$ cat config.mk
export PLATFORM = sky130hd
export DESIGN_NAME = cnt_selftest
export DESIGN_NICKNAME = d
export VERILOG_FILES = /design/src/rtl/cnt_selftest.sv
export SDC_FILE = /design/constraint.sdc
export NUM_CORES = 1
export LEC_CHECK = 0
export ABC_CLOCK_PERIOD_IN_PS = 2430
export CAP_MARGIN = 0
export CORE_AREA = 4 4 116 118
export CTS_CLUSTER_SIZE = 24
export DETAILED_ROUTE_END_ITERATION = 10
export DIE_AREA = 0 0 120 122
export PLACE_DENSITY = 0.47
export RECOVER_POWER = 50
export SYNTH_ARGS = -nofsm -noshare
export SYNTH_HDL_FRONTEND = slang
export SYNTH_SLANG_ARGS = --single-unit
$ cat constraint.sdc
create_clock -name clk -period 2.43 [get_ports clk]
set_clock_uncertainty 0.05 [all_clocks]
set_input_delay 0.486 -clock clk [delete_from_list [all_inputs] [get_ports clk]]
set_output_delay 0.486 -clock clk [all_outputs]
set_load 0.01 [all_outputs]
$ cat src/rtl/cnt_selftest.sv
// Table-driven self-test sequencer for a 4-bit counter: drives a stimulus line,
// waits HOLD cycles per step, then checks the returned count against the table.
module cnt_selftest #(
  parameter int STEPS = 9,
  parameter int HOLD  = 3
) (
  input  logic       clk,
  input  logic       arst_n,
  input  logic       wr_en,
  input  logic [3:0] wr_addr,
  input  logic       wr_stim,
  input  logic [3:0] wr_exp,
  input  logic       start,
  input  logic [3:0] cnt_qout,
  output logic       aset_out,
  output logic       busy,
  output logic       done,
  output logic       pass,
  output logic [3:0] err_cnt,
  output logic [3:0] fail_step
);

  localparam logic [4:0] STEPS_W   = 5'(STEPS);
  localparam logic [3:0] LAST_STEP = 4'(STEPS - 1);
  localparam logic [3:0] HOLD_LAST = 4'(HOLD - 1);

  typedef enum logic [1:0] {
    S_IDLE   = 2'd0,
    S_DRIVE  = 2'd1,
    S_SAMPLE = 2'd2,
    S_DONE   = 2'd3
  } state_t;

  state_t           state_r;
  logic [3:0]       step_r;
  logic [3:0]       hold_r;
  logic [STEPS-1:0] stim_r;
  logic [3:0]       exp_r [STEPS];

  logic             wr_ok_s;
  logic             mismatch_s;
  logic [3:0]       err_next_s;
  logic [3:0]       fail_next_s;

  function automatic logic [3:0] sat_inc(input logic [3:0] v);
    if (v == 4'hF) begin
      return 4'hF;
    end else begin
      return v + 4'd1;
    end
  endfunction

  // Table write qualification and the per-step compare result
  always_comb begin
    wr_ok_s     = 1'b0;
    mismatch_s  = 1'b0;
    err_next_s  = err_cnt;
    fail_next_s = fail_step;
    if (wr_en && !busy && ({1'b0, wr_addr} < STEPS_W)) begin
      wr_ok_s = 1'b1;
    end else begin
      wr_ok_s = 1'b0;
    end
    if (cnt_qout != exp_r[step_r]) begin
      mismatch_s = 1'b1;
      err_next_s = sat_inc(err_cnt);
      if (fail_step == 4'hF) begin
        fail_next_s = step_r;
      end else begin
        fail_next_s = fail_step;
      end
    end else begin
      mismatch_s  = 1'b0;
      err_next_s  = err_cnt;
      fail_next_s = fail_step;
    end
  end

  // Stimulus/expectation table; frozen while a run is in progress
  always_ff @(posedge clk or negedge arst_n) begin
    if (!arst_n) begin
      stim_r <= {STEPS{1'b0}};
      for (int i = 0; i < STEPS; i++) begin
        exp_r[i] <= 4'h0;
      end
    end else if (wr_ok_s) begin
      stim_r[wr_addr] <= wr_stim;
      exp_r[wr_addr]  <= wr_exp;
    end
  end

  // Run sequencer with all status outputs registered
  always_ff @(posedge clk or negedge arst_n) begin
    if (!arst_n) begin
      state_r   <= S_IDLE;
      step_r    <= 4'd0;
      hold_r    <= 4'd0;
      aset_out  <= 1'b0;
      busy      <= 1'b0;
      done      <= 1'b0;
      pass      <= 1'b0;
      err_cnt   <= 4'd0;
      fail_step <= 4'hF;
    end else begin
      case (state_r)
        S_IDLE, S_DONE: begin
          if (start) begin
            state_r   <= S_DRIVE;
            step_r    <= 4'd0;
            hold_r    <= 4'd0;
            err_cnt   <= 4'd0;
            fail_step <= 4'hF;
            done      <= 1'b0;
            pass      <= 1'b0;
            busy      <= 1'b1;
            aset_out  <= stim_r[0];
          end
        end
        S_DRIVE: begin
          aset_out <= stim_r[step_r];
          hold_r   <= hold_r + 4'd1;
          if (hold_r == HOLD_LAST) begin
            state_r <= S_SAMPLE;
          end
        end
        S_SAMPLE: begin
          err_cnt   <= err_next_s;
          fail_step <= fail_next_s;
          if (step_r == LAST_STEP) begin
            state_r  <= S_DONE;
            done     <= 1'b1;
            busy     <= 1'b0;
            aset_out <= 1'b0;
            pass     <= (err_next_s == 4'd0);
          end else begin
            state_r  <= S_DRIVE;
            step_r   <= step_r + 4'd1;
            hold_r   <= 4'd0;
            aset_out <= stim_r[step_r + 4'd1];
          end
        end
        default: begin
          state_r  <= S_IDLE;
          aset_out <= 1'b0;
          busy     <= 1'b0;
          done     <= 1'b0;
          pass     <= 1'b0;
        end
      endcase
    end
  end

endmodule

==> results of run 1 <==
worst max-delay path, cell delays in order, from the launching register on:
cell	delay [ps]
dfrtp_2	480
buf_6	160
mux2i_2	160
a221oi_2	300
mux2i_1	340
o311ai_4	180
or3_1	370
o22ai_1	150
a32o_2	180
placed cells by master, fill, tap and decap left out, types with 3 or more instances in the layout:
cell type        netlist  routed
a21boi_1               0       3
a21oi_1                9       8
bufinv_16              0       3
clkbuf_16              0       9
buf_4                  2      29
ha_1                   8       6
dfstp_2                4       4
o22a_1                 6       6
mux2_2                46      46
mux2i_2                0       4
nor2b_1                9       9
nor3_1                 5       5
inv_1                  8       8
clkdlybuf4s50_1        0      27
a22o_1                 7       7
dfrtp_1               63      61
nor2_1                13      12
nand3_1                9       9
nand2_1               29      29
mux2i_1               20      16
o21ai_0               10       9
mux4_2                 6       6
a22oi_1                3       3
report_power, final:
group / switching (W) / internal [W]
logic: 0.000560 / 0.000595
clock network: 0.000518 / 0.00101
registers: 0.000124 / 0.00125
routing by layer:
| layer | share of wire, % | track usage (%) | up-vias |
|---|---|---|---|
| li1 | - | - | 1279 |
| met3 | 3.5 | 3.48 | 13 |
| met5 | 0 | 0 | - |
| met2 | 45 | 19.6 | 46 |
| met4 | 1.7 | 4.94 | 0 |
| met1 | 49 | 17.7 | 1290 |
repair_timing:
action,CTS,global route
gates resized for setup,9,13
buffers inserted,4,3
pin swaps,11,4
setup endpoints to repair,9,10
hold buffers,0,0
state kept, by name, indices dropped and copies added, names as in the netlist:
| register | cells |
|---|---|
| fail_step | 4 |
| busy | 1 |
| step_r | 4 |
| err_cnt | 4 |
| aset_out | 1 |
| exp_r | 36 |
| state_r | 2 |
| done | 1 |
| pass | 1 |
| hold_r | 4 |
| stim_r | 9 |
worst max path at each step:
stage	startpoint	end	slack, ps	cells after the start
after floorplan	step_r[0]$_DFFE_PN0P_	fail_step[3]$_DFFE_PN1P_	100	8
after global placement	cnt_qout[3]	pass$_DFFE_PN0P_	-170	8
after CTS	step_r[0]$_DFFE_PN0P_	pass$_DFFE_PN0P_	-10	8
final	step_r[0]$_DFFE_PN0P_	pass$_DFFE_PN0P_	-10	8
after detailed placement	cnt_qout[3]	pass$_DFFE_PN0P_	-220	8
after global routing	step_r[0]$_DFFE_PN0P_	pass$_DFFE_PN0P_	-140	8
layout make-up:
cell class	instances	area, um^2	area share (%)
flip-flops and latches	67	1680	35.5
multi-input cells	224	1930	40.6
clock inverters	7	124	2.61
clock buffers	9	225	4.74
well taps	172	215	4.53
repair buffers	61	542	11.4
inverters	8	30.0	0.632
per-stage QoR:
stage	area, um^2	power [W]	setup WS (ps)	TNS, ps	std cells
floorplan	3670	0.00205	98.2	0	309
global placement	4290	0.00241	-172	-955	525
detailed placement	4290	0.00242	-221	-1170	525
CTS	4690	0.00403	-10.0	-10.0	545
global route	4750	0.00428	-137	-1590	548
finish	4750	0.00405	-11.1	-11.1	548
cell families after synthesis:
group / synth area share [%]
compound gates: 13.2
buf+inv: 2.90
mux: 23.3
flops: 45.9
xor+xnor: 0.478
simple gates: 11.6
fa+ha+maj: 2.73
==> key figures, run 1 <==
Worst hold path
  • Hold Path End: exp_r[9]$_DFFE_PN0P_
  • Worst Hold Launch: exp_r[9]$_DFFE_PN0P_
  • Worst hold path class: reg -> reg
  • Hold depth: 1

Yosys
  • #FFs+latches synth: 67
  • Top cell type's share of synthesized area: 43.0%
  • Post-synth top cells: 63 x dfrtp_1, 46 x mux2_2, 29 x nand2_1, 20 x mux2i_1, 13 x nor2_1
  • Top cells by area, synth: dfrtp_1 43%, mux2_2 14%, mux2i_1 5.5%
  • Share of synthesized registers carrying an async set or reset: 100%
  • Yosys top cell by area: dfrtp_1
  • Post-synth EDFFs: 0
  • Synth warnings: 0
  • Yosys cell types: 52
  • Netlist Area Pre-Place: 0.00367 mm^2
  • Synth Net Count: 334
  • Post-Syn Area per Cell: 11.9 um^2
  • Top FF cell, synth: dfrtp_1
  • Register area share after synthesis: 45.9%
  • Post-Synthesis Cells: 309
  • Most common cell in the netlist: dfrtp_1

Setup path
  • Reg-to-reg startpoint: step_r[0]$_DFFE_PN0P_
  • Setup CP Type: reg -> reg
  • Startpoint Class: flop
  • Reg-to-reg endpoint: pass$_DFFE_PN0P_
  • Worst EP arrival: 2670 ps
  • R2R Setup Slk: -10 ps
  • Crit Path Max Fanout: 5
  • CP endpoint kind: flop
  • Worst Reg-to-Reg Cells: 8
  • Worst Path Required: 2660 ps

Placement
  • Post-DP HPWL: 6450 um
  • GP Congestion: 0.741
  • PortBufs: 28

Routing
  • Post-route ant nets: 0
  • DRT Pass-1 Iters: 4
  • # DRC: 0
  • Starting DRT DRC Count: 132
  • Wire per inst: 16.0 um
  • Vias: 2628
  • Final WL: 8760 um
  • Vias per cell: 4.80

Floorplan
  • Die Wd: 120 um
  • Ports: 29
  • Initial Util: 29.4%
  • Core area: 0.0125 mm^2
  • Row count: 41
  • Die Span Y: 122 um
  • DIE AREA: 0.0146 mm^2

Clocking
  • CTS root buf: clkbuf_16
  • Worst-path clk slew: 60 ps
  • Worst skew pair latency: 340 ps
  • Clock sink total: 67
  • Clk buf depth: 2
  • CTS H-Tree Depth: 3
  • Total CTS buffers: 9
  • CTS tree: built

STA
  • Worst-Margin Slew: 1530 ps
  • Max_slew headroom: -2.16%
  • Final count of pins violating max slew: 28
  • RSZ-0062 raised after global routing: yes
  • Fmax: 410 MHz
  • Final WS setup: -11.1 ps
  • Final Hold Viols: 0
  • Fin Hold WS: 454 ps
  • Tcrit/Tclk final: 100%
  • Min Tclk post-route: 2440 ps
  • Final setup viols: 1

GRT
  • Overflow after GRT: 0
  • Initial antenna violation count: 0
  • First-pass GRT wire length: 14500 um
  • Total GRT Usage: 12.9%
  • Vias in the first global route: 2684
  • Largest net degree at the start of global routing: 42

Final layout
  • Util after Layout: 38.1%
  • Area Overhead vs Synth: 29.5%
  • Fillers: 1242
  • Nets: 396
  • Layout cell share with drive strength beyond 1: 33.5%
  • Ant. Diodes: 0

Job
  • Max_cap viols: 1

Run status
  • Failing checks: capacitance limit, slew limit, setup timing
  • Status: complete, but fails checks

Pwr
  • Leakage: 2.10 nW
  • PD cells: 853 mW/mm^2
  • Max IR drop VDD: 0.000301 V
(Power assumes the default switching activity.)
==> inputs of run 2 (changes only) <==
--- a/config.mk
+++ b/config.mk
@@ -7,10 +7,10 @@
 export LEC_CHECK = 0
 export ABC_CLOCK_PERIOD_IN_PS = 2430
 export CAP_MARGIN = 0
-export CORE_AREA = 4 4 116 118
+export CORE_AREA = 5 5 117 119
 export CTS_CLUSTER_SIZE = 24
 export DETAILED_ROUTE_END_ITERATION = 10
-export DIE_AREA = 0 0 120 122
+export DIE_AREA = 0 0 122 124
 export PLACE_DENSITY = 0.47
 export RECOVER_POWER = 50
 export SYNTH_ARGS = -nofsm -noshare
==> key figures, run 2 (synthesized netlist as in run 1, its figures left out) <==
Final layout
  • Max FFs per register: 36
  • Largest registers: exp_r x36, stim_r x9
  • Nets: 394
  • Most common cell after layout, fill and taps aside: dfrtp_1
  • Util after Layout: 37.5%
  • Area Overhead vs Synth: 27.3%
  • Fillers: 1269
  • Layout cell share with drive strength beyond 1: 31.0%
  • Fin cells: 546
  • Largest Register: exp_r
  • Ant. Diodes: 0
  • Most frequent cells in the layout: 62 x dfrtp_1, 46 x mux2_2, 29 x nand2_1

Clocking
  • Worst-path clk slew: 60 ps
  • Total CTS buffers: 9
  • CTS H-Tree Depth: 3
  • Worst skew pair latency: 330 ps
  • Clk buf depth: 2
  • CTS root buf: clkbuf_16
  • Hold_buf cts: 0
  • Clock sink total: 67
  • CTS tree: built

GRT
  • Vias in the first global route: 2618
  • Initial antenna violation count: 0
  • Largest net degree at the start of global routing: 41
  • First-pass GRT wire length: 14400 um
  • Overflow after GRT: 0
  • Total GRT Usage: 12.4%

Routing
  • Vias: 2649
  • Vias per cell: 4.85
  • # DRC: 0
  • Wire per inst: 16.0 um
  • DRT Pass-1 Iters: 4
  • Final WL: 8730 um
  • Met2 WL: 4010 um
  • Met3 wire length: 248 um
  • Max layer used: met4
  • WL met1: 4360 um
  • Post-route ant nets: 0
  • Starting DRT DRC Count: 155

Setup path
  • Worst Reg-to-Reg Cells: 8
  • Slowest stage cell on the critical path: mux4_2
  • Crit-path max cell delay: 500 ps
  • Setup CP Type: reg -> reg
  • Reg-to-reg startpoint: step_r[0]$_DFFE_PN0P_
  • Cells along the critical path: buf_6, mux4_2, a22oi_2, mux2i_1, nand4_2, or3_4, o22ai_2, a32o_1
  • R2R Setup Slk: -30 ps
  • Worst Path Required: 2650 ps
  • Reg-to-reg endpoint: pass$_DFFE_PN0P_
  • Worst EP arrival: 2670 ps
  • Startpoint Class: flop
  • CP endpoint kind: flop
  • Crit Path Max Fanout: 3

STA
  • Max_slew headroom: -4.76%
  • Worst-Margin Slew: 1570 ps
  • RSZ-0062 raised after global routing: yes
  • Min Tclk post-route: 2460 ps
  • Final count of pins violating max slew: 29
  • Final Hold Viols: 0
  • Final setup viols: 2
  • Tcrit/Tclk final: 101%
  • Fin Hold WS: 449 ps
  • Final WS setup: -29.3 ps
  • Fmax: 407 MHz

Job
  • Max_cap viols: 1

Run status
  • Failing checks: capacitance limit, slew limit, setup timing
  • Status: complete, but fails checks

Worst hold path
  • Worst Hold Launch: exp_r[24]$_DFFE_PN0P_
  • Worst hold path class: reg -> reg
  • Hold Path End: exp_r[24]$_DFFE_PN0P_
  • Hold depth: 1

Floorplan
  • Core area: 0.0125 mm^2
  • Ports: 29
  • DIE AREA: 0.0151 mm^2
  • Row count: 41
  • Die Span Y: 124 um
  • Die Wd: 122 um
  • Initial Util: 29.4%

Pwr
  • Max IR drop VDD: 0.000355 V
  • Total power: 0.00377 W
  • PD cells: 806 mW/mm^2
  • Leakage: 2.06 nW

Placement
  • Cell count after placement: 527
  • Post-DP HPWL: 6510 um
  • PortBufs: 28
  • GP Congestion: 0.767
run 2: critical path, delay by kind of cell, from the launching register on:
kind / cells / cell delay, ps
multiplexers: 2 / 740
buffers and inverters: 1 / 130
flip-flops: 1 / 390
AND/OR/NAND/NOR: 2 / 530
AO/OA/AOI/OAI: 3 / 560
run 2: where the power goes:
group / leakage, nW / switching [W] / total, W / internal, W
registers: 0.900 / 0.000105 / 0.00135 / 0.00124
clock network: 0.131 / 0.000540 / 0.00125 / 0.000706
logic: 1.03 / 0.000570 / 0.00117 / 0.000599
run 2: final cells by class:
class / count / area, um^2 / share of cell area, %
Inverter: 8 / 30.0 / 0.643
Sequential cell: 67 / 1680 / 36.0
Timing Repair Buffer: 59 / 547 / 11.7
Tap cell: 172 / 215 / 4.61
Multi-Input combinational cell: 224 / 1910 / 40.9
Clock buffer: 9 / 225 / 4.82
Clock inverter: 7 / 60.1 / 1.29
run 2: through the flow:
step | area [um^2] | worst slack (ps) | TNS, ps
after floorplan | 3670 | 98.2 | 0
after global placement | 4330 | -205 | -1190
after detailed placement | 4330 | -277 | -1430
after CTS | 4630 | -45.6 | -194
after global routing | 4670 | -156 | -2560
final | 4670 | -29.3 | -36.2
run 2: metal layers:
metal  vias to the layer above  GRT usage (%)
met3                         7           3.13
li1                       1284              -
met5                         -              0
met2                        35           18.9
met4                         0           3.64
met1                      1323           17.3
run 2: what timing repair did:
action | in CTS | in global routing
cloned | 0 | 0
setup buffers | 1 | 2
resized for setup | 4 | 9
endpoints found under the setup margin | 5 | 10
pin swaps | 9 | 12
endpoints found under the hold margin | 0 | 0
run 2: worst max path at each step:
stage / startpoint / endpoint / cells past startpoint
6_report: step_r[0]$_DFFE_PN0P_ / pass$_DFFE_PN0P_ / 8
3_3_place_gp: cnt_qout[0] / pass$_DFFE_PN0P_ / 8
5_1_grt: step_r[0]$_DFFE_PN0P_ / err_cnt[0]$_DFFE_PN0P_ / 10
2_1_floorplan: step_r[0]$_DFFE_PN0P_ / fail_step[3]$_DFFE_PN1P_ / 8
4_1_cts: step_r[0]$_DFFE_PN0P_ / pass$_DFFE_PN0P_ / 8
3_5_place_dp: cnt_qout[0] / pass$_DFFE_PN0P_ / 8
==> inputs of run 3 (changes only) <==
--- a/config.mk
+++ b/config.mk
@@ -7,11 +7,11 @@
 export LEC_CHECK = 0
 export ABC_CLOCK_PERIOD_IN_PS = 2430
 export CAP_MARGIN = 0
-export CORE_AREA = 5 5 117 119
+export CORE_AREA = 5 5 90 92
 export CTS_CLUSTER_SIZE = 24
 export DETAILED_ROUTE_END_ITERATION = 10
-export DIE_AREA = 0 0 122 124
-export PLACE_DENSITY = 0.47
+export DIE_AREA = 0 0 95 97
+export PLACE_DENSITY = 0.73
 export RECOVER_POWER = 50
 export SYNTH_ARGS = -nofsm -noshare
 export SYNTH_HDL_FRONTEND = slang
==> key figures, run 3 (synthesized netlist as in run 1, its figures left out) <==
Routing
  • Post-route ant nets: 0
  • Final WL: 8120 um
  • Vias per cell: 5.69
  • Wire per inst: 17.5 um
  • Vias: 2646
  • Starting DRT DRC Count: 131
  • # DRC: 0
  • DRT Pass-1 Iters: 5

Final layout
  • Area occupied by registers: 0.00168 mm^2
  • Largest Register: exp_r
  • Fin cells: 465
  • Fillers: 603
  • Footprint of the multi-input gates: 0.00191 mm^2
  • Most common cell after layout, fill and taps aside: dfrtp_1
  • Ant. Diodes: 0
  • Largest registers: exp_r x36, stim_r x9
  • Area Overhead vs Synth: 20.1%
  • Nets: 386
  • Util after Layout: 61.7%
  • Layout cell share with drive strength beyond 1: 29.8%
  • Max FFs per register: 36
  • Most frequent cells in the layout: 62 x dfrtp_1, 46 x mux2_2, 29 x nand2_1

STA
  • Tcrit/Tclk final: 102%
  • Final setup viols: 1
  • Final WS setup: -55.4 ps
  • RSZ-0062 raised after global routing: yes
  • Fmax: 402 MHz
  • Final Hold Viols: 0
  • Max_slew headroom: -1.75%
  • Min Tclk post-route: 2490 ps
  • Fin Hold WS: 439 ps
  • Worst-Margin Slew: 1530 ps
  • Final count of pins violating max slew: 29
  • Setup TNS: -55.4 ps

GRT
  • Largest net degree at the start of global routing: 41
  • Overflow after GRT: 0
  • Vias in the first global route: 2776
  • Total GRT Usage: 19.1%
  • Initial antenna violation count: 0
  • First-pass GRT wire length: 13800 um

Clocking
  • Total CTS buffers: 9
  • Worst-path clk slew: 80 ps
  • Clock sink total: 67
  • CTS root buf: clkbuf_8
  • CTS tree: built
  • Clk buf depth: 2
  • Worst skew pair latency: 360 ps
  • CTS H-Tree Depth: 3

Pwr
  • Max IR drop VDD: 0.000517 V
  • Leakage: 1.98 nW
  • PD cells: 769 mW/mm^2

Placement
  • Post-DP HPWL: 6050 um
  • Pre-CTS setup slack: -285 ps
  • Cell count after placement: 449
  • PortBufs: 28
  • GP Congestion: 0.816

Floorplan
  • Die Span Y: 97 um
  • Initial Util: 51.4%
  • Row count: 31
  • DIE AREA: 0.00922 mm^2
  • Die Wd: 95 um
  • Ports: 29
  • Core area: 0.00714 mm^2

Worst hold path
  • Worst hold path class: in -> async

Setup path
  • Crit path from: step_r[0]$_DFFE_PN0P_
  • R2R Setup Slk: -60 ps
  • Reg-to-reg startpoint: step_r[0]$_DFFE_PN0P_
  • Worst Path Required: 2680 ps
  • Crit Path Max Fanout: 6
  • Setup CP Type: reg -> reg
  • Worst EP arrival: 2740 ps
  • CP endpoint kind: flop
  • Startpoint Class: flop

Run status
  • Status: complete, but fails checks
  • Failing checks: capacitance limit, slew limit, setup timing

Job
  • Max_cap viols: 1
## run 3: cell types whose count changed in the layout (fill, tap and decap cells not counted), sizes merged
cell      delta
buf          -8
bufinv       +1
inv          +2
clkinvlp     -2
clkinv       -1
## run 3: what timing repair did
action | in CTS | in global routing
pin swaps | 2 | 11
gates resized for setup | 4 | 7
buffers inserted | 0 | 1
hold buffers | 0 | 0
gates cloned | 0 | 0
endpoints found under the setup margin | 5 | 10
## run 3: area by class of cell
type,count,share of cell area [%]
repair buffers,51,10.2
well taps,99,2.81
clock inverters,7,1.85
multi-input cells,224,43.4
clock buffers,9,2.81
inverters,8,0.682
flip-flops and latches,67,38.2
## run 3: stage by stage
step / power [W] / instance area, um^2
2_1_floorplan: 0.00205 / 3670
3_3_place_gp: 0.00235 / 4180
3_5_place_dp: 0.00239 / 4180
4_1_cts: 0.00339 / 4400
5_1_grt: 0.00358 / 4410
6_report: 0.00339 / 4410
## run 3: layer usage
metal	GRT usage (%)	vias to the layer above	wire length, um
li1	-	1260	-
met1	25.6	1322	3680
met2	30.2	51	4050
met3	4.19	13	266
met4	6.99	0	126
met5	0	-	0
## run 3: power breakdown
part	total [W]	leakage, nW	switching, W	internal (W)
combinational	0.00105	0.975	0.000553	0.000499
clock	0.000986	0.102	0.000494	0.000492
sequential	0.00135	0.900	0.000106	0.00124
## run 3: worst max-delay path, cell delays in order (launching register included)
cell	delay (ps)
dfrtp_1	370
buf_6	150
mux4_2	520
a22oi_2	230
mux2i_1	250
nand4_2	170
or3_4	370
o22ai_2	150
a32o_1	180
## run 3: path summary, 6_finish.rpt
kind                                              end  cells after the start
worst min-delay path            hold_r[2]$_DFFE_PN0P_                      1
worst min register to register   exp_r[8]$_DFFE_PN0P_                      1
min in group clk                 exp_r[8]$_DFFE_PN0P_                      1
max in group asynchronous       stim_r[5]$_DFFE_PN0P_                      2
worst max-delay path                 pass$_DFFE_PN0P_                      8
worst max register to register       pass$_DFFE_PN0P_                      8
